==> src/rtl/uesprit_acc_ctrl.sv <==
//------------------------------------------------------------------------------
// Module   : uesprit_acc_ctrl
// Brief    : Frame-aligned sequencer and new_acc generator for the U-ESPRIT
//            correlation datapath. Optional macro: UESPRIT_ACC_CTRL_SYNC_CHECK_EN
// Revision : 1.0 - initial release
//------------------------------------------------------------------------------
`default_nettype none

module uesprit_acc_ctrl #(
  parameter int DIN_WIDTH     = 18,
  parameter int VECTOR_LEN    = 512,
  parameter int ACC_LEN_WIDTH = 16,
  parameter int CNT_WIDTH     = 32
) (
  input  logic                          clk,
  input  logic                          rst,
  input  logic signed [DIN_WIDTH-1:0]   din1_re,
  input  logic signed [DIN_WIDTH-1:0]   din1_im,
  input  logic signed [DIN_WIDTH-1:0]   din2_re,
  input  logic signed [DIN_WIDTH-1:0]   din2_im,
  input  logic                          din_valid,
  input  logic                          sync_in,
  input  logic                          arm,
  input  logic [ACC_LEN_WIDTH-1:0]      acc_len,
  output logic signed [DIN_WIDTH-1:0]   dout1_re,
  output logic signed [DIN_WIDTH-1:0]   dout1_im,
  output logic signed [DIN_WIDTH-1:0]   dout2_re,
  output logic signed [DIN_WIDTH-1:0]   dout2_im,
  output logic                          dout_valid,
  output logic                          new_acc,
  output logic [$clog2(VECTOR_LEN)-1:0] chan_idx,
  output logic [ACC_LEN_WIDTH-1:0]      spect_idx,
  output logic [CNT_WIDTH-1:0]          acc_cnt,
  output logic                          running,
  output logic                          sync_err
);

  localparam int                       c_chan_w    = $clog2(VECTOR_LEN);
  localparam logic [c_chan_w-1:0]      c_chan_last = c_chan_w'(VECTOR_LEN - 1);
  localparam logic [c_chan_w-1:0]      c_chan_one  = c_chan_w'(1);
  localparam logic [ACC_LEN_WIDTH-1:0] c_len_one   = ACC_LEN_WIDTH'(1);
  localparam logic [CNT_WIDTH-1:0]     c_cnt_one   = CNT_WIDTH'(1);

  typedef enum logic [1:0] {
    S_IDLE      = 2'd0,
    S_WAIT_SYNC = 2'd1,
    S_RUN       = 2'd2
  } state_t;

  state_t                   r_state;
  logic [c_chan_w-1:0]      r_chan;
  logic [ACC_LEN_WIDTH-1:0] r_spect;
  logic [ACC_LEN_WIDTH-1:0] r_acc_len_q;
  logic                     r_first_win;

  logic                     w_fwd;
  logic                     w_win_start;
  logic                     w_chan_last;
  logic                     w_spect_last;
  logic                     w_misalign;
  logic [ACC_LEN_WIDTH-1:0] w_acc_len_eff;

  // r_chan/r_spect describe the next sample to be forwarded, not the one on dout
  assign w_fwd         = din_valid && (r_state == S_RUN);
  assign w_win_start   = (r_chan == '0) && (r_spect == '0);
  assign w_chan_last   = (r_chan == c_chan_last);
  assign w_spect_last  = (r_spect == (r_acc_len_q - c_len_one));
  assign w_acc_len_eff = (acc_len == '0) ? c_len_one : acc_len;

`ifdef UESPRIT_ACC_CTRL_SYNC_CHECK_EN
  assign w_misalign = (r_state == S_RUN) && sync_in && (r_chan != '0);
`else
  assign w_misalign = 1'b0;
`endif

  always_ff @(posedge clk or posedge rst) begin
    if (rst) begin
      r_state     <= S_IDLE;
      r_chan      <= '0;
      r_spect     <= '0;
      r_acc_len_q <= c_len_one;
      r_first_win <= 1'b0;
      dout1_re    <= '0;
      dout1_im    <= '0;
      dout2_re    <= '0;
      dout2_im    <= '0;
      dout_valid  <= 1'b0;
      new_acc     <= 1'b0;
      chan_idx    <= '0;
      spect_idx   <= '0;
      acc_cnt     <= '0;
      running     <= 1'b0;
      sync_err    <= 1'b0;
    end else begin
      dout1_re   <= din1_re;
      dout1_im   <= din1_im;
      dout2_re   <= din2_re;
      dout2_im   <= din2_im;
      dout_valid <= w_fwd;
      new_acc    <= w_fwd && w_win_start;
      if (w_fwd) begin
        chan_idx  <= r_chan;
        spect_idx <= r_spect;
      end

      if (arm) begin
        r_state     <= S_WAIT_SYNC;
        running     <= 1'b0;
        sync_err    <= 1'b0;
        acc_cnt     <= '0;
        r_chan      <= '0;
        r_spect     <= '0;
        r_first_win <= 1'b1;
      end else begin
        case (r_state)
          S_IDLE: begin
            running <= 1'b0;
          end
          // A valid arriving with sync belongs to the previous frame and is dropped
          S_WAIT_SYNC: begin
            if (sync_in) begin
              r_state     <= S_RUN;
              running     <= 1'b1;
              r_chan      <= '0;
              r_spect     <= '0;
              r_first_win <= 1'b1;
            end
          end
          S_RUN: begin
            if (w_fwd) begin
              if (w_win_start) begin
                r_acc_len_q <= w_acc_len_eff;
                if (r_first_win) begin
                  r_first_win <= 1'b0;
                end else if (acc_cnt != '1) begin
                  acc_cnt <= acc_cnt + c_cnt_one;
                end
              end
              if (w_chan_last) begin
                r_chan  <= '0;
                r_spect <= w_spect_last ? '0 : (r_spect + c_len_one);
              end else begin
                r_chan <= r_chan + c_chan_one;
              end
            end
            if (w_misalign) begin
              r_state     <= S_WAIT_SYNC;
              running     <= 1'b0;
              sync_err    <= 1'b1;
              r_chan      <= '0;
              r_spect     <= '0;
              r_first_win <= 1'b1;
            end
          end
          default: begin
            r_state <= S_IDLE;
            running <= 1'b0;
          end
        endcase
      end
    end
  end

endmodule

`default_nettype wire

==> config.mk <==
export PLATFORM = sky130hd
export DESIGN_NAME = uesprit_acc_ctrl
export DESIGN_NICKNAME = d
export VERILOG_FILES = /design/src/rtl/uesprit_acc_ctrl.sv
export SDC_FILE = /design/constraint.sdc
export NUM_CORES = 1
export LEC_CHECK = 0
export BUFFER_PORTS_ARGS = -buffer_cell sky130_fd_sc_hd__buf_2
export CAP_MARGIN = 10
export CORE_MARGIN = 1
export CORE_UTILIZATION = 50
export DETAILED_ROUTE_END_ITERATION = 16
export PLACE_DENSITY = 0.74
export SETUP_SLACK_MARGIN = 0.4
export SKIP_LAST_GASP = 1
export SLEW_MARGIN = 20
export SYNTH_ARGS = -nofsm -noshare
export SYNTH_HDL_FRONTEND = slang
export SYNTH_SLANG_ARGS = --single-unit
==> constraint.sdc <==
create_clock -name clk -period 6.3 [get_ports clk]
set_clock_uncertainty 0.15 [all_clocks]
set_input_delay 0.945 -clock clk [delete_from_list [all_inputs] [get_ports clk]]
set_output_delay 0.945 -clock clk [all_outputs]
set_load 0.02 [all_outputs]
# [Word-level counts from Yosys, hierarchy flattened]
# Index checks and enable logic that the tools add are counted.
[word_totals] inputBits=93 elab_cells=80 reg_bits=176
[op_classes] n_reduce_logical=20 addsub=4 n_eq_ne=12 bitwise_logic=1 muxes=28
[op_table] operator="32-bit two-way mux" n=6
[op_table] operator="16-bit two-way mux" n=6
[op_table] operator="9-bit two-way mux" n=4
[op_table] operator="32-bit by 1-bit adder with 32-bit output, second input constant" n=1
[op_table] operator="16-bit logical NOT" n=2
[op_table] operator="32-bit != test, second input constant" n=1
[op_table] operator="16-bit case mux with 2 select lines" n=1
[op_table] operator="9-bit case mux with 2 select lines" n=1
[op_table] operator="16-bit by 1-bit adder with 16-bit output, second input constant" n=1
[op_table] operator="16-bit == test" n=1
[op_table] operator="16-bit by 1-bit subtractor with 16-bit output, second input constant" n=1
[op_table] operator="3-bit != test, second input constant" n=4
[op_table] operator="4-bit AND reduction" n=3
[op_table] operator="9-bit by 1-bit adder with 9-bit output, second input constant" n=1
[op_table] operator="9-bit == test, second input constant" n=1
[op_table] operator="9-bit logical NOT" n=1
[op_table] operator="2-bit nonzero test" n=4
[op_table] operator="1-bit two-way mux" n=5
[op_table] operator="5-bit AND reduction" n=1
[op_table] operator="2-bit two-way mux" n=2
[op_table] operator="2-bit != test, second input constant" n=2
[op_table] operator="1-bit case mux with 2 select lines" n=2
[op_table] operator="2-bit case mux with 2 select lines" n=1
[op_table] operator="2-bit AND reduction" n=2
[op_table] operator="other kinds (9)" n=11

# [Logic depth before layout (Yosys ltp)]
[depth] ltp_word=7 depth_mapped=11

# [Worst setup path after synthesis]
# OpenSTA, ideal clock, no wires.
[synth_path] path_type="input-to-reg" start="in din_valid" end="reg r_acc_len_q[15]" path_slack_ps=3355 required_ps=6025 setup_ps=125 stages=5 arrival_ps=2670 path_cell_list="nand2_1 -> or4_4 -> nor2_1 -> buf_2 -> mux2_2"
[synth_via] elab_chain_len=2
[synth_rtl] element="from (decl)" line_no="21" source="input logic din_valid,"
[synth_rtl] element="1-bit logical AND" line_no="64" source="assign w_fwd = din_valid && (r_state == S_RUN);"
[synth_rtl] element="4-bit AND reduction (no line)"
[synth_rtl] element="to (signal assigned)" line_no="81" source="r_acc_len_q <= c_len_one;"
[synth_rtl] element="to (signal assigned)" line_no="132" source="r_acc_len_q <= w_acc_len_eff;"
[synth_rtl] element="to (decl)" line_no="53" source="logic [ACC_LEN_WIDTH-1:0] r_acc_len_q;"
# Every way passes these cells.
# A chain may end at the register's enable or synchronous reset.

# [Final worst setup path]
[layout_path] start="reg r_acc_len_q[2]" end="reg r_spect[0]"
[layout_via] elab_chain_len=7
[layout_rtl] element="16-bit by 1-bit subtractor with 16-bit output" line_no="67" source="assign w_spect_last = (r_spect == (r_acc_len_q - c_len_one));"
[layout_rtl] element="16-bit == test" line_no="67"
[layout_rtl] element="16-bit two-way mux" line_no="141" source="r_spect <= w_spect_last ? '0 : (r_spect + c_len_one);"
[layout_rtl] element="16-bit two-way mux" line_no="139" source="if (w_chan_last) begin"
[layout_rtl] element="16-bit two-way mux" line_no="130" source="if (w_fwd) begin"
[layout_rtl] element="16-bit case mux with 2 select lines" line_no="115" source="case (r_state)"
[layout_rtl] element="16-bit two-way mux" line_no="106" source="if (arm) begin"
[layout_rtl] element="to (signal assigned)" line_no="141"
[layout_rtl] element="to (decl)" line_no="52" source="logic [ACC_LEN_WIDTH-1:0] r_spect;"
# Every way passes these cells. The select of a mux whose other input is x is not followed.

==> metrics <==
largest net degree at the start of global routing=62; Worst-path clk slew=0.07 ns; Least-Margin Pin Slew=1.05 ns; DIE WIDTH=122 um; Post-CTS Setup Bufs=0; routability cong.=0.854; Syn Std Cell Area=7240 um2; CP Class=reg2reg; Gate power share=0.112; syn_nets=724; DRT Pass-1 Iters=4; Synth Warn #=0; synthesis-stage register bit count=176; ANT nets after route=0; Clk network pwr share=0.414; placed cell areas=8510 um2; Internal=0.00192 W; Initial DRC Count=291; FF-to-FF setup slack=2.42 ns; Worst VDD drop=0.198 mV; CTS sink cnt=176; Pleak=4.53 nW; Switching Fraction=0.261; crit start category=register; pwr dens=284 nW/um2; drt wl/cell=16.2 um; CP arrival=4.05 ns; Syn Inst Count=624; Root Driver=clkbuf_16; Worst Hold Class=reg2reg; DIE AREA=15000 um2; total grt overflow=0; status=complete, no violations; CP cell instances=nor3_1, a21boi_0, o41a_1, a2111o_1, o21ai_2, nor2_1, mux2_2; CP max-delay cell=nor3_1; Hold Crit Depth=2; slowest stage delay, CP=0.88 ns; Longest Clk Path Bufs=2; fraction of registers with async set/reset=1.00; vias in the first global route=5554; EDFF count, synth=0; Worst EP required=6.46 ns; worst r2r src=r_acc_len_q[2]; final hold vios=0; crit end category=register; Core Region=14000 um2; sequential share of power=0.474; Main synth FF type=dfrtp_1; NetSw=0.000677 W; FF/Latch Area=4410 um2; commonest non-fill, non-tap cell in the layout=buf_2; initial antenna violation count=0; cts repair resizes=0; WHS=0.333 ns; fmax=258 MHz; Final #Nets=948; layout cells sized above 1=0.354; final period utilization=0.616; first-pass GRT wire length=27000 um; sequential fraction of the synthesis area=0.609; Die H=122 um; final setup fails=0; syn_area_per_cell=11.6 um2; WP buf/inv=0; I/O Pins=226; family with the most delay on the worst path=compound AO/OA/AOI/OAI gates; P&R area growth vs syn=26.1%; post-route cell area=9130 um2; later-pin clock latency in the skew report=0.42 ns; Cells after DPL=1009; # hold bufs at CTS=0; most frequent cells in the layout=buf_2 (224), dfrtp_1 (175), o21ai_0 (47), nand2_1 (45), nor2_1 (40); port bufs=224; Total Routing Usage GR=0.237; drt drc=0; non-filler instance count after layout=1041; CTS buffer count=17; H-tree Lvls=4; max-slew violations=0; Setup TNS=0 ns; vias per cell=5.41; filler cell count=1136; RSZ-0062 raised after global routing=no; hold worst-path end=chan_idx[1]; starting density of the core=0.517; CTS tree=built; multi-input logic area=2650 um2; Max Cap Viol=0; diode count=0; final critical-path required period=3.88 ns; Final Util=0.652; crit-path max FO=16; final wirelength=16800 um; Worst R2R Path Depth=7; relative slew slack=0.294; Reg2Reg Capture Point=r_spect[0]; Rows=43; hpwl dp=12500 um; via count=5632; hold_sp=chan_idx[1]; count of cell types in the netlist=60
==> Yosys cell counts, drive strengths merged, types with 4 or more instances <==
cell / number / share of area
a21oi: 25 / 0.017
a22o: 10 / 0.012
and2: 4 / 0.0035
and3: 16 / 0.014
and4: 4 / 0.0048
buf: 10 / 0.0080
clkbuf: 13 / 0.0069
dfrtp: 175 / 0.61
ha: 7 / 0.012
inv: 20 / 0.010
mux2: 36 / 0.056
nand2: 45 / 0.023
nand2b: 4 / 0.0035
nand3: 20 / 0.014
nand4: 11 / 0.0095
nor2: 41 / 0.022
nor2b: 13 / 0.011
nor3: 17 / 0.012
nor4: 10 / 0.0086
o21ai: 48 / 0.034
or3: 20 / 0.017
xnor2: 23 / 0.028
xor2: 11 / 0.013
==> sequential cells by signal, indices dropped and copies added (netlist names), 2 cells and up <==
name and flops:
spect_idx 16, r_spect 16, r_acc_len_q 16, dout2_re 18, dout1_im 18, dout1_re 18
dout2_im 18, chan_idx 9, r_chan 9, r_state 2, acc_cnt 32
==> worst max-delay path by stage <==
stage,from,endpoint,slack (ns),cells past startpoint
2_1_floorplan,rst,acc_cnt[0],0.43,1
3_3_place_gp,r_acc_len_q[2],r_spect[0],2.60,8
3_5_place_dp,r_acc_len_q[2],r_spect[0],2.48,7
4_1_cts,r_acc_len_q[2],r_spect[0],2.46,7
5_1_grt,r_acc_len_q[2],r_spect[0],2.19,7
6_report,r_acc_len_q[2],r_spect[0],2.42,7
==> cell families (layout without fill, tap and decap cells) <==
family	after synthesis	after routing	synth area share
and+or+nand+nor	220	220	0.162
DFF	176	176	0.609
AOI/OAI and AO/OA	104	104	0.0901
buffers and inverters	43	280	0.0252
muxes	39	39	0.0602
xor gates and xnor gates	34	34	0.0411
adders and majority gates	7	7	0.0121
other	1	1	0.000518
==> final cells by class <==
type / count / share of cell area
flip-flops and latches: 176 / 0.483
multi-input cells: 405 / 0.290
repair buffers: 228 / 0.126
clock buffers: 19 / 0.0485
well taps: 180 / 0.0247
clock inverters: 13 / 0.0186
inverters: 20 / 0.00878
==> through the flow <==
step                      power [W]  worst slack [ns]
after floorplan             0.00144             0.433
after global placement      0.00153              2.60
after detailed placement    0.00154              2.48
after CTS                   0.00262              2.46
after global routing        0.00270              2.19
final                       0.00259              2.42
==> worst reg2reg max path, stage by stage (launching register included) <==
cell and delay [ns]:
dfrtp_1 0.45, nor3_1 0.88, a21boi_0 0.28, o41a_1 0.46, a2111o_1 0.39, o21ai_2 0.48, nor2_1 0.35, mux2_2 0.34
==> power groups by stage <==
stage          logic, W  clock network, W  registers [W]
6_report       0.000291           0.00107        0.00123
3_3_place_gp   0.000282                 0        0.00125
3_5_place_dp   0.000291                 0        0.00125
5_1_grt        0.000321           0.00114        0.00124
4_1_cts        0.000293           0.00110        0.00123
2_1_floorplan  0.000170                 0        0.00127
==> metal layers <==
| layer | global-route usage | wire (um) | vias up |
|---|---|---|---|
| met5 | 0 | 0 | - |
| met4 | 0.117 | 544 | 0 |
| met3 | 0.0651 | 948 | 30 |
| met2 | 0.390 | 8480 | 196 |
| met1 | 0.286 | 6870 | 2760 |
| li1 | - | - | 2646 |
Note: power is estimated with default switching activity, not from simulation.
